## config.mk

```make
export PLATFORM = sky130hd
export DESIGN_NAME = mix_columns_iter
export DESIGN_NICKNAME = d
export VERILOG_FILES = /design/src/rtl/mix_columns_iter.sv
export SDC_FILE = /design/constraint.sdc
export NUM_CORES = 1
export LEC_CHECK = 0
export ABC_AREA = 1
export CORE_MARGIN = 3
export CORE_UTILIZATION = 45
export CTS_CLUSTER_SIZE = 8
export DETAILED_ROUTE_END_ITERATION = 10
export GPL_TIMING_DRIVEN = 0
export HOLD_SLACK_MARGIN = 0.1
export PLACE_DENSITY = 0.77
export SLEW_MARGIN = 20
export SYNTH_ARGS = -nofsm -noshare
export SYNTH_HDL_FRONTEND = slang
export SYNTH_SLANG_ARGS = --single-unit
export TNS_END_PERCENT = 1
```

## constraint.sdc

```tcl
create_clock -name clk -period 2.2 [get_ports clk]
set_input_delay 0.44 -clock clk [delete_from_list [all_inputs] [get_ports clk]]
set_output_delay 0.44 -clock clk [all_outputs]
set_load 0.005 [all_outputs]
```

## src/rtl/mix_columns_iter.sv

```systemverilog
// Iterative AES-128 MixColumns: one 32-bit column per clock through a shared GF(2^8) multiplier bank.
// Define MIX_COLUMNS_ITER_INV_MIX_EN to add InvMixColumns, selected by mode latched at accept.
module mix_columns_iter #(
  parameter int NCOL = 4
) (
  input  logic         clk,
  input  logic         rst_n,
  input  logic         in_valid,
  output logic         in_ready,
  input  logic [127:0] data_in,
  input  logic         mode,
  output logic         out_valid,
  input  logic         out_ready,
  output logic [127:0] data_out
);

  localparam int CW = (NCOL > 1) ? $clog2(NCOL) : 1;

  localparam logic [1:0] IDLE = 2'd0;
  localparam logic [1:0] BUSY = 2'd1;
  localparam logic [1:0] DONE = 2'd2;

  function automatic logic [7:0] xtime(input logic [7:0] b);
    return {b[6:0], 1'b0} ^ (b[7] ? 8'h1b : 8'h00);
  endfunction

  logic [1:0]    state_r;
  logic [1:0]    state_next_s;
  logic [CW-1:0] cnt_r;
  logic [CW-1:0] cnt_next_s;
  logic [127:0]  data_r;
  logic [127:0]  data_next_s;
  logic [127:0]  data_wb_s;
  logic          in_ready_r;
  logic          out_valid_r;
  logic          accept_s;
  logic          release_s;
  logic          last_s;

  logic [31:0]   col_s;
  logic [31:0]   fwd_col_s;
  logic [31:0]   new_col_s;
  logic [7:0]    a_s  [4];
  logic [7:0]    m2_s [4];
  logic [7:0]    m3_s [4];

  assign accept_s  = (state_r == IDLE) && in_valid && in_ready_r;
  assign release_s = (state_r == DONE) && out_valid_r && out_ready;
  assign last_s    = (cnt_r == CW'(NCOL - 1));

  // Column mux: selects the column addressed by the counter
  always_comb begin
    col_s = 32'h0000_0000;
    case (cnt_r)
      CW'(0):  col_s = data_r[127:96];
      CW'(1):  col_s = data_r[95:64];
      CW'(2):  col_s = data_r[63:32];
      CW'(3):  col_s = data_r[31:0];
      default: col_s = 32'h0000_0000;
    endcase
  end

  // Shared multiplier bank: 2x and 3x of each byte of the selected column
  always_comb begin
    for (int i = 0; i < 4; i++) begin
      a_s[i]  = col_s[31-8*i -: 8];
      m2_s[i] = xtime(a_s[i]);
      m3_s[i] = m2_s[i] ^ a_s[i];
    end
  end

  // Forward MixColumns matrix row combination
  always_comb begin
    fwd_col_s[31:24] = m2_s[0] ^ m3_s[1] ^ a_s[2]  ^ a_s[3];
    fwd_col_s[23:16] = a_s[0]  ^ m2_s[1] ^ m3_s[2] ^ a_s[3];
    fwd_col_s[15:8]  = a_s[0]  ^ a_s[1]  ^ m2_s[2] ^ m3_s[3];
    fwd_col_s[7:0]   = m3_s[0] ^ a_s[1]  ^ a_s[2]  ^ m2_s[3];
  end

`ifdef MIX_COLUMNS_ITER_INV_MIX_EN
  logic          mode_r;
  logic [31:0]   inv_col_s;
  logic [7:0]    m4_s [4];
  logic [7:0]    m8_s [4];
  logic [7:0]    m9_s [4];
  logic [7:0]    mb_s [4];
  logic [7:0]    md_s [4];
  logic [7:0]    me_s [4];

  // Inverse coefficients built by extending the xtime chain of the shared bank
  always_comb begin
    for (int i = 0; i < 4; i++) begin
      m4_s[i] = xtime(m2_s[i]);
      m8_s[i] = xtime(m4_s[i]);
      m9_s[i] = m8_s[i] ^ a_s[i];
      mb_s[i] = m8_s[i] ^ m2_s[i] ^ a_s[i];
      md_s[i] = m8_s[i] ^ m4_s[i] ^ a_s[i];
      me_s[i] = m8_s[i] ^ m4_s[i] ^ m2_s[i];
    end
  end

  // InvMixColumns matrix row combination
  always_comb begin
    inv_col_s[31:24] = me_s[0] ^ mb_s[1] ^ md_s[2] ^ m9_s[3];
    inv_col_s[23:16] = m9_s[0] ^ me_s[1] ^ mb_s[2] ^ md_s[3];
    inv_col_s[15:8]  = md_s[0] ^ m9_s[1] ^ me_s[2] ^ mb_s[3];
    inv_col_s[7:0]   = mb_s[0] ^ md_s[1] ^ m9_s[2] ^ me_s[3];
  end

  assign new_col_s = mode_r ? inv_col_s : fwd_col_s;

  // Direction is captured with the state so it cannot change mid-operation
  always_ff @(posedge clk or negedge rst_n) begin
    if (!rst_n) begin
      mode_r <= 1'b0;
    end else if (accept_s) begin
      mode_r <= mode;
    end else begin
      mode_r <= mode_r;
    end
  end
`else
  logic mode_unused_s;

  assign mode_unused_s = mode;
  assign new_col_s     = fwd_col_s;
`endif

  // Write-back: replace the addressed column, leave the others untouched
  always_comb begin
    data_wb_s = data_r;
    case (cnt_r)
      CW'(0):  data_wb_s[127:96] = new_col_s;
      CW'(1):  data_wb_s[95:64]  = new_col_s;
      CW'(2):  data_wb_s[63:32]  = new_col_s;
      CW'(3):  data_wb_s[31:0]   = new_col_s;
      default: data_wb_s         = data_r;
    endcase
  end

  // Next-state, counter and state-register update
  always_comb begin
    state_next_s = state_r;
    cnt_next_s   = cnt_r;
    data_next_s  = data_r;
    case (state_r)
      IDLE: begin
        if (accept_s) begin
          state_next_s = BUSY;
          cnt_next_s   = {CW{1'b0}};
          data_next_s  = data_in;
        end else begin
          state_next_s = IDLE;
        end
      end
      BUSY: begin
        data_next_s = data_wb_s;
        if (last_s) begin
          state_next_s = DONE;
          cnt_next_s   = {CW{1'b0}};
        end else begin
          state_next_s = BUSY;
          cnt_next_s   = cnt_r + CW'(1);
        end
      end
      DONE: begin
        if (release_s) begin
          state_next_s = IDLE;
        end else begin
          state_next_s = DONE;
        end
      end
      default: begin
        state_next_s = IDLE;
        cnt_next_s   = {CW{1'b0}};
      end
    endcase
  end

  // Handshake flags are registered from the next state so they stay low during reset
  always_ff @(posedge clk or negedge rst_n) begin
    if (!rst_n) begin
      state_r     <= IDLE;
      cnt_r       <= {CW{1'b0}};
      data_r      <= 128'h0;
      in_ready_r  <= 1'b0;
      out_valid_r <= 1'b0;
    end else begin
      state_r     <= state_next_s;
      cnt_r       <= cnt_next_s;
      data_r      <= data_next_s;
      in_ready_r  <= (state_next_s == IDLE);
      out_valid_r <= (state_next_s == DONE);
    end
  end

  assign in_ready  = in_ready_r;
  assign out_valid = out_valid_r;
  assign data_out  = data_r;

endmodule

```

==> metrics.md, run 1 <==
| Metric | Value |
|---|---|
| Status | `complete, but fails checks` |
| Failing checks | `negative setup slack` |
| Total CTS buffers | `17` |
| Dominant cells by area after synthesis | `dfrtp_1, nand2_1, a21oi_1, nor2_1, nand3_1` |
| Highest clock rate | `412.8 MHz` |
| Crit path DAT | `2.79 ns` |
| Skew-Pair Late Insertion Delay | `0.44 ns` |
| Final setup fails | `128` |
| Critical Path Source | `cnt_r[1]` |
| Initial Util | `46.08%` |
| Most frequent cells in the layout | `nand2_1, clkdlybuf4s50_1, a21oi_1` |
| Cell Area, Placed | `0.01198 mm^2` |
| Area growth syn-to-layout | `63.57%` |
| Die area | `0.02173 mm^2` |
| Layout cells sized above 1 | `25.81%` |
| Largest fanout on the critical path | `10` |
| Final setup margin | `-0.2227 ns` |
| Total length of routed wires | `45,380 um` |
| CP cell instances | `buf_4 -> ha_4 -> buf_12 -> buf_8 -> a21oi_1 -> nand2_1 -> nand2_4 -> inv_2 -> nand2_1 -> nand2_2 -> nand2_1 -> nand2_1 -> nand2_1 -> nand3_4 -> a21oi_2` |
| Layout Cell Area excl Fill | `0.01472 mm^2` |
| Mapped Nets | `1,514` |
| FP Rows | `51` |
| Worst path top cell family by delay | `simple AND/OR/NAND/NOR gates` |
| Worst setup SP type | `flop` |
| Post-Route Skew | `0.009671 ns` |
| CP Data Required Time | `2.57 ns` |
| CP Capture Type | `flop` |
| FF-to-FF Start | `cnt_r[1]` |
| Wire length of the first global-routing pass | `61,900 um` |
| H-tree depth | `4` |
| Ys Warns | `0` |
| Util after Layout | `75.38%` |
| Pin count of the biggest net entering global routing | `74` |
| Tmin final | `2.423 ns` |
| Critical Path Slowest Stage Cell | `dfrtp_1` |
| Die Wd | `147.4 um` |
| Max Slew Vio Count | `0` |
| CTS clk-pin slew, worst paths | `0.07 ns` |
| Crit path largest cell delay | `0.41 ns` |
| CTS sink cnt | `134` |
| Core ar. | `0.01953 mm^2` |
| Initial DRC count | `1,280` |
| Avg Inst Size Synth | `6.540 um^2` |
| RSZ-0062 raised after global routing | `yes` |
| Cell taking the most area after synthesis | `dfrtp_1` |
| Ant diodes | `0` |
| Vias | `11.93k` |
| # nets final | `1,849` |
| CTS tree | `yes` |
| Count of input and output buffers | `261` |
| Cells after synthesis | `1,376` |
| DRT Pass-1 Iters | `8` |
| Initial antenna violation count | `1` |
| Post-Syn Area | `0.008999 mm^2` |
| #FFs+latches synth | `134` |
| HP Class | `primary input to asynchronous set/reset pin` |
| Cell mode on critical path | `nand2_1` |
| Slew @ Worst Pin | `0.9028 ns` |
| Clk buf depth | `2` |
| Buf+Inv Stages, Crit Path | `4` |
| Commonest non-fill, non-tap cell in the layout | `nand2_1` |
| GPL Wtd Cong | `1.000` |
| Root buf cell | `clkbuf_16` |
| Routed length per placed instance | `22.82 um` |
| Top cell type's share of synthesized area | `37.26%` |
| Die Y | `147.4 um` |
| DRT antenna net count | `0` |
| Max Cap Viol | `0` |
| Seq/Total Area, Yosys | `37.26%` |
| Relative max-transition margin | `39.81%` |
| Total grt overflow | `0` |
| Final Hold Violating Endpoints | `0` |
| Vias in the first global route | `10.74k` |
| Period utilisation layout | `110.1%` |
| Ports | `263` |
| Setup Crit Path Kind | `flop to flop` |
| GRT Overall Usage | `37.28%` |
| Via density | `5.998` |
| Post-DP HPWL | `30,000 um` |
| DRC viols | `0` |
| Distinct cells, synth | `31` |
final timing paths:
kind | to | slack, ns | depth (start not counted)
min reg2reg | data_out[12] | 0.55 | 2
max | data_out[9] | -0.22 | 15
max in group asynchronous | cnt_r[0] | 0.90 | 3
max reg2reg | data_out[9] | -0.22 | 15
min in group clk | data_out[12] | 0.55 | 2
min | data_out[87] | 0.51 | 2
cells in the mapped netlist:
| cell | number |
|---|---|
| buf_8 | 1 |
| ha_1 | 5 |
| nand3_2 | 19 |
| nand3b_1 | 1 |
| inv_1 | 42 |
| o21bai_1 | 12 |
| buf_6 | 6 |
| or2_2 | 1 |
| dfrtp_1 | 134 |
| buf_4 | 8 |
| o22ai_4 | 2 |
| clkbuf_1 | 38 |
| inv_2 | 1 |
| inv_6 | 1 |
| nor2_2 | 7 |
| xor2_1 | 3 |
| o21ai_4 | 1 |
| o21ai_1 | 7 |
| o21ai_0 | 5 |
| nand2_2 | 2 |
| nand3_1 | 70 |
| o21bai_4 | 3 |
| a21oi_1 | 268 |
| buf_2 | 7 |
| nor2_4 | 5 |
| a21oi_2 | 2 |
| xnor2_1 | 2 |
| buf_12 | 1 |
| nand2_1 | 516 |
| o21bai_2 | 4 |
| nor2_1 | 202 |
cell type report:
cell class                      instances  area [um^2]
Buffer                                 60        513.0
Clock buffer                           20        446.7
Clock inverter                         12        142.6
Fill cell                            1481         4807
Inverter                               44        180.2
Multi-Input combinational cell       1138         6538
Sequential cell                       134         3354
Tap cell                              265        331.6
Timing Repair Buffer                  316         3213
state kept, by name (all words and copies together) (netlist names):
signal and flops:
in_ready 1, data_out 128, state_r 2, cnt_r 2, out_valid 1
layer usage:
metal  GRT usage (%)  vias to the layer above  wire (um)
li1                -                     5154          -
met1           49.63                     5694      16850
met2           57.72                      885      20310
met3           7.664                      198       5467
met4           19.43                        0       2752
met5               0                        -          0
kinds of logic (layout without fill, tap and decap cells):
group	Yosys count	after routing	share of synthesized area (%)
flip-flops	134	134	37.26
XOR/XNOR	5	5	0.4867
AO/OA/AOI/OAI	304	304	18.52
adder cells (fa/ha/maj)	5	5	0.6952
buffers and inverters	105	452	5.673
AND/OR/NAND/NOR	823	824	37.36
stage by stage:
| step | worst slack (ns) | cells | hold slack, ns | setup TNS, ns |
|---|---|---|---|---|
| 4_1_cts | -0.1461 | 1954 | 0.5531 | -10.01 |
| 5_1_grt | -0.2611 | 1989 | 0.5809 | -23.91 |
| 6_report | -0.2227 | 1989 | 0.5132 | -17.19 |
| 2_1_floorplan | 0.2062 | 1376 | 0.1444 | 0 |
| 3_3_place_gp | -4.716 | 1902 | 0.5350 | -694.91 |
| 3_5_place_dp | -0.8484 | 1903 | 0.4035 | -64.74 |
what timing repair did:
action                                 4_1_cts  5_1_grt
setup endpoints to repair                  128      128
pin swaps                                   24       65
endpoints found under the hold margin       61        0
setup buffers                               18       30
resized for setup                          151      281
gates cloned                                 0        6
hold buffers                                 1        0
Power of run 1 is left out: the tool's default activity adds up to more than one toggle a clock period on the data nets, which glitch-free logic cannot reach.
==> run 2, diff against run 1 <==
--- a/config.mk
+++ b/config.mk
@@ -12,8 +12,8 @@
 export DETAILED_ROUTE_END_ITERATION = 10
 export GPL_TIMING_DRIVEN = 0
 export HOLD_SLACK_MARGIN = 0.1
-export PLACE_DENSITY = 0.77
-export SLEW_MARGIN = 20
+export PLACE_DENSITY = 0.75
+export SLEW_MARGIN = 30
 export SYNTH_ARGS = -nofsm -noshare
 export SYNTH_HDL_FRONTEND = slang
 export SYNTH_SLANG_ARGS = --single-unit
==> metrics.md, run 2 (same netlist as run 1, synthesis figures left out) <==
| Metric | Value |
|---|---|
| Total grt overflow | `0 (unchanged)` |
| Top sig layer | `met4` |
| Initial DRC count | `1,419 (+11%)` |
| Total length of routed wires | `45,340 um (about the same)` |
| Max Slew Vio Count | `0 (unchanged)` |
| Period utilisation layout | `112.0% (+1.9 points)` |
| Die area | `0.02173 mm^2 (unchanged)` |
| CTS clk-pin slew, worst paths | `0.07 ns (about the same)` |
| Core ar. | `0.01953 mm^2 (unchanged)` |
| Failing checks | `negative setup slack` |
| GPL Wtd Cong | `0.9804 (-2.0%)` |
| DRC viols | `0 (unchanged)` |
| Met2 wire length | `20,420 um (+0.53%)` |
| Most frequent cells in the layout | `nand2_1, clkdlybuf4s50_1, a21oi_1` |
| H-tree depth | `4 (unchanged)` |
| WL met3 | `5247 um (-4.0%)` |
| Vias in the first global route | `11.18k (+4.0%)` |
| Via density | `5.905 (-1.6%)` |
| M1 WL | `16,960 um (+0.65%)` |
| Count of input and output buffers | `261 (unchanged)` |
| # nets final | `1,852 (+0.16%)` |
| Routed length per placed instance | `22.76 um (-0.25%)` |
| Skew-Pair Late Insertion Delay | `0.45 ns (about the same)` |
| Die Wd | `147.4 um (unchanged)` |
| Layout cells sized above 1 | `23.74% (-2.1 points)` |
| Fillers | `1,558 (+5.2%)` |
| CP Capture Type | `flop` |
| DRT antenna net count | `0 (unchanged)` |
| Highest clock rate | `405.7 MHz (-1.7%)` |
| HP Class | `primary input to asynchronous set/reset pin` |
| Status | `complete, but fails checks` |
| Largest fanout on the critical path | `10 (unchanged)` |
| CP Data Required Time | `2.57 ns (about the same)` |
| Initial Util | `46.08% (unchanged)` |
| GRT Overall Usage | `39.43% (+2.1 points)` |
| FP Rows | `51 (unchanged)` |
| Total CTS buffers | `17 (unchanged)` |
| Relative max-transition margin | `43.02% (+3.2 points)` |
| Post-Route Skew | `0.01156 ns (+0.001893 ns)` |
| Ports | `263 (unchanged)` |
| DRT Pass-1 Iters | `8 (unchanged)` |
| Ant diodes | `0 (unchanged)` |
| Worst setup SP type | `flop` |
| Final setup fails | `128 (unchanged)` |
| Post-DP HPWL | `30,770 um (+2.6%)` |
| Setup Crit Path Kind | `flop to flop` |
| Final TNS setup | `-20.04 ns (-2.846 ns)` |
| Die Y | `147.4 um (unchanged)` |
| Slew @ Worst Pin | `0.8547 ns (-0.04808 ns)` |
| Tmin final | `2.465 ns (+0.04211 ns)` |
| Area growth syn-to-layout | `61.30%` |
| Commonest non-fill, non-tap cell in the layout | `nand2_1` |
| CTS tree | `yes` |
| Final Hold Violating Endpoints | `0 (unchanged)` |
| Root buf cell | `clkbuf_16` |
| Vias | `11.76k (-1.4%)` |
| Max Cap Viol | `0 (unchanged)` |
| Crit path DAT | `2.83 ns (+0.04 ns)` |
| RSZ-0062 raised after global routing | `yes` |
| Initial antenna violation count | `0 (-1)` |
| Pin count of the biggest net entering global routing | `75 (+1.4%)` |
| Clk buf depth | `2 (unchanged)` |
| Wire length of the first global-routing pass | `65,090 um (+5.2%)` |
| Number of flip-flops in the largest register | `128 (unchanged)` |
| Final setup margin | `-0.2648 ns (-0.04211 ns)` |
| CTS sink cnt | `134 (unchanged)` |
run 2: changes by cell type in the layout (fill, tap and decap cells not counted), moves of 6 or more:
cell	change
nand2_1	+24
nor2_2	-6
nand2_2	-22
nor2_4	+7
buf_4	+7
nand3_4	-7
nand3_1	+9
run 2: metrics by stage:
stage	instances	hold WS, ns	setup slack (ns)	area [um^2]	utilization, %
2_1_floorplan	1376	0.1444	0.2062	8999	-
3_3_place_gp	1902	0.5361	-4.751	11940	61.16
3_5_place_dp	1903	0.4062	-0.9086	11980	61.33
4_1_cts	1960	0.5343	-0.1261	13470	68.97
5_1_grt	1992	0.5598	-0.3718	14520	74.34
6_report	1992	0.4865	-0.2648	14520	74.34
run 2: repair_timing:
| action | 4_1_cts | 5_1_grt |
|---|---|---|
| pin swaps | 28 | 53 |
| hold buffers | 1 | 0 |
| setup endpoints to repair | 128 | 128 |
| gates cloned | 3 | 3 |
| endpoints found under the hold margin | 60 | 0 |
| setup buffers | 21 | 29 |
| resized for setup | 186 | 191 |
run 2: layout make-up:
class                   instances  area (um^2)  share of cell area, %
plain buffers                  61        503.0                  3.465
clock buffers                  19        452.9                  3.120
clock inverters                13        135.1                 0.9310
inverters                      44        186.4                  1.284
multi-input cells            1141         6401                  44.10
flip-flops and latches        134         3354                  23.11
well taps                     265        331.6                  2.284
repair buffers                315         3151                  21.70
run 2: metal layers:
layer	track usage [%]	vias to the layer above
met5	0	-
met4	19.52	0
met3	9.626	185
met2	61.71	860
met1	51.38	5546
li1	-	5172
run 2: worst paths after layout:
path                            endpoint  slack [ns]  depth (start not counted)          from
setup / recovery           data_out[103]       -0.26                         15      cnt_r[0]
hold / removal                  in_ready        0.49                          2         rst_n
setup reg to reg           data_out[103]       -0.26                         15      cnt_r[0]
hold reg to reg             data_out[17]        0.56                          2  data_out[17]
max in group asynchronous   data_out[77]        0.92                          3         rst_n
min in group clk            data_out[17]        0.56                          2  data_out[17]
run 2: critical path, cell delays in order, from the launching register on:
cell and delay (ns):
dfrtp_2 0.44, ha_2 0.20, buf_6 0.18, buf_12 0.18
nand2_1 0.07, nand2_2 0.13, nor2_4 0.07, buf_12 0.12
nor2_4 0.16, buf_4 0.15, nand2_1 0.08, nand2_1 0.10
nand2_2 0.07, nand3_2 0.09, nand3_4 0.13, a21oi_2 0.20
Power of run 2 is left out for the same reason.
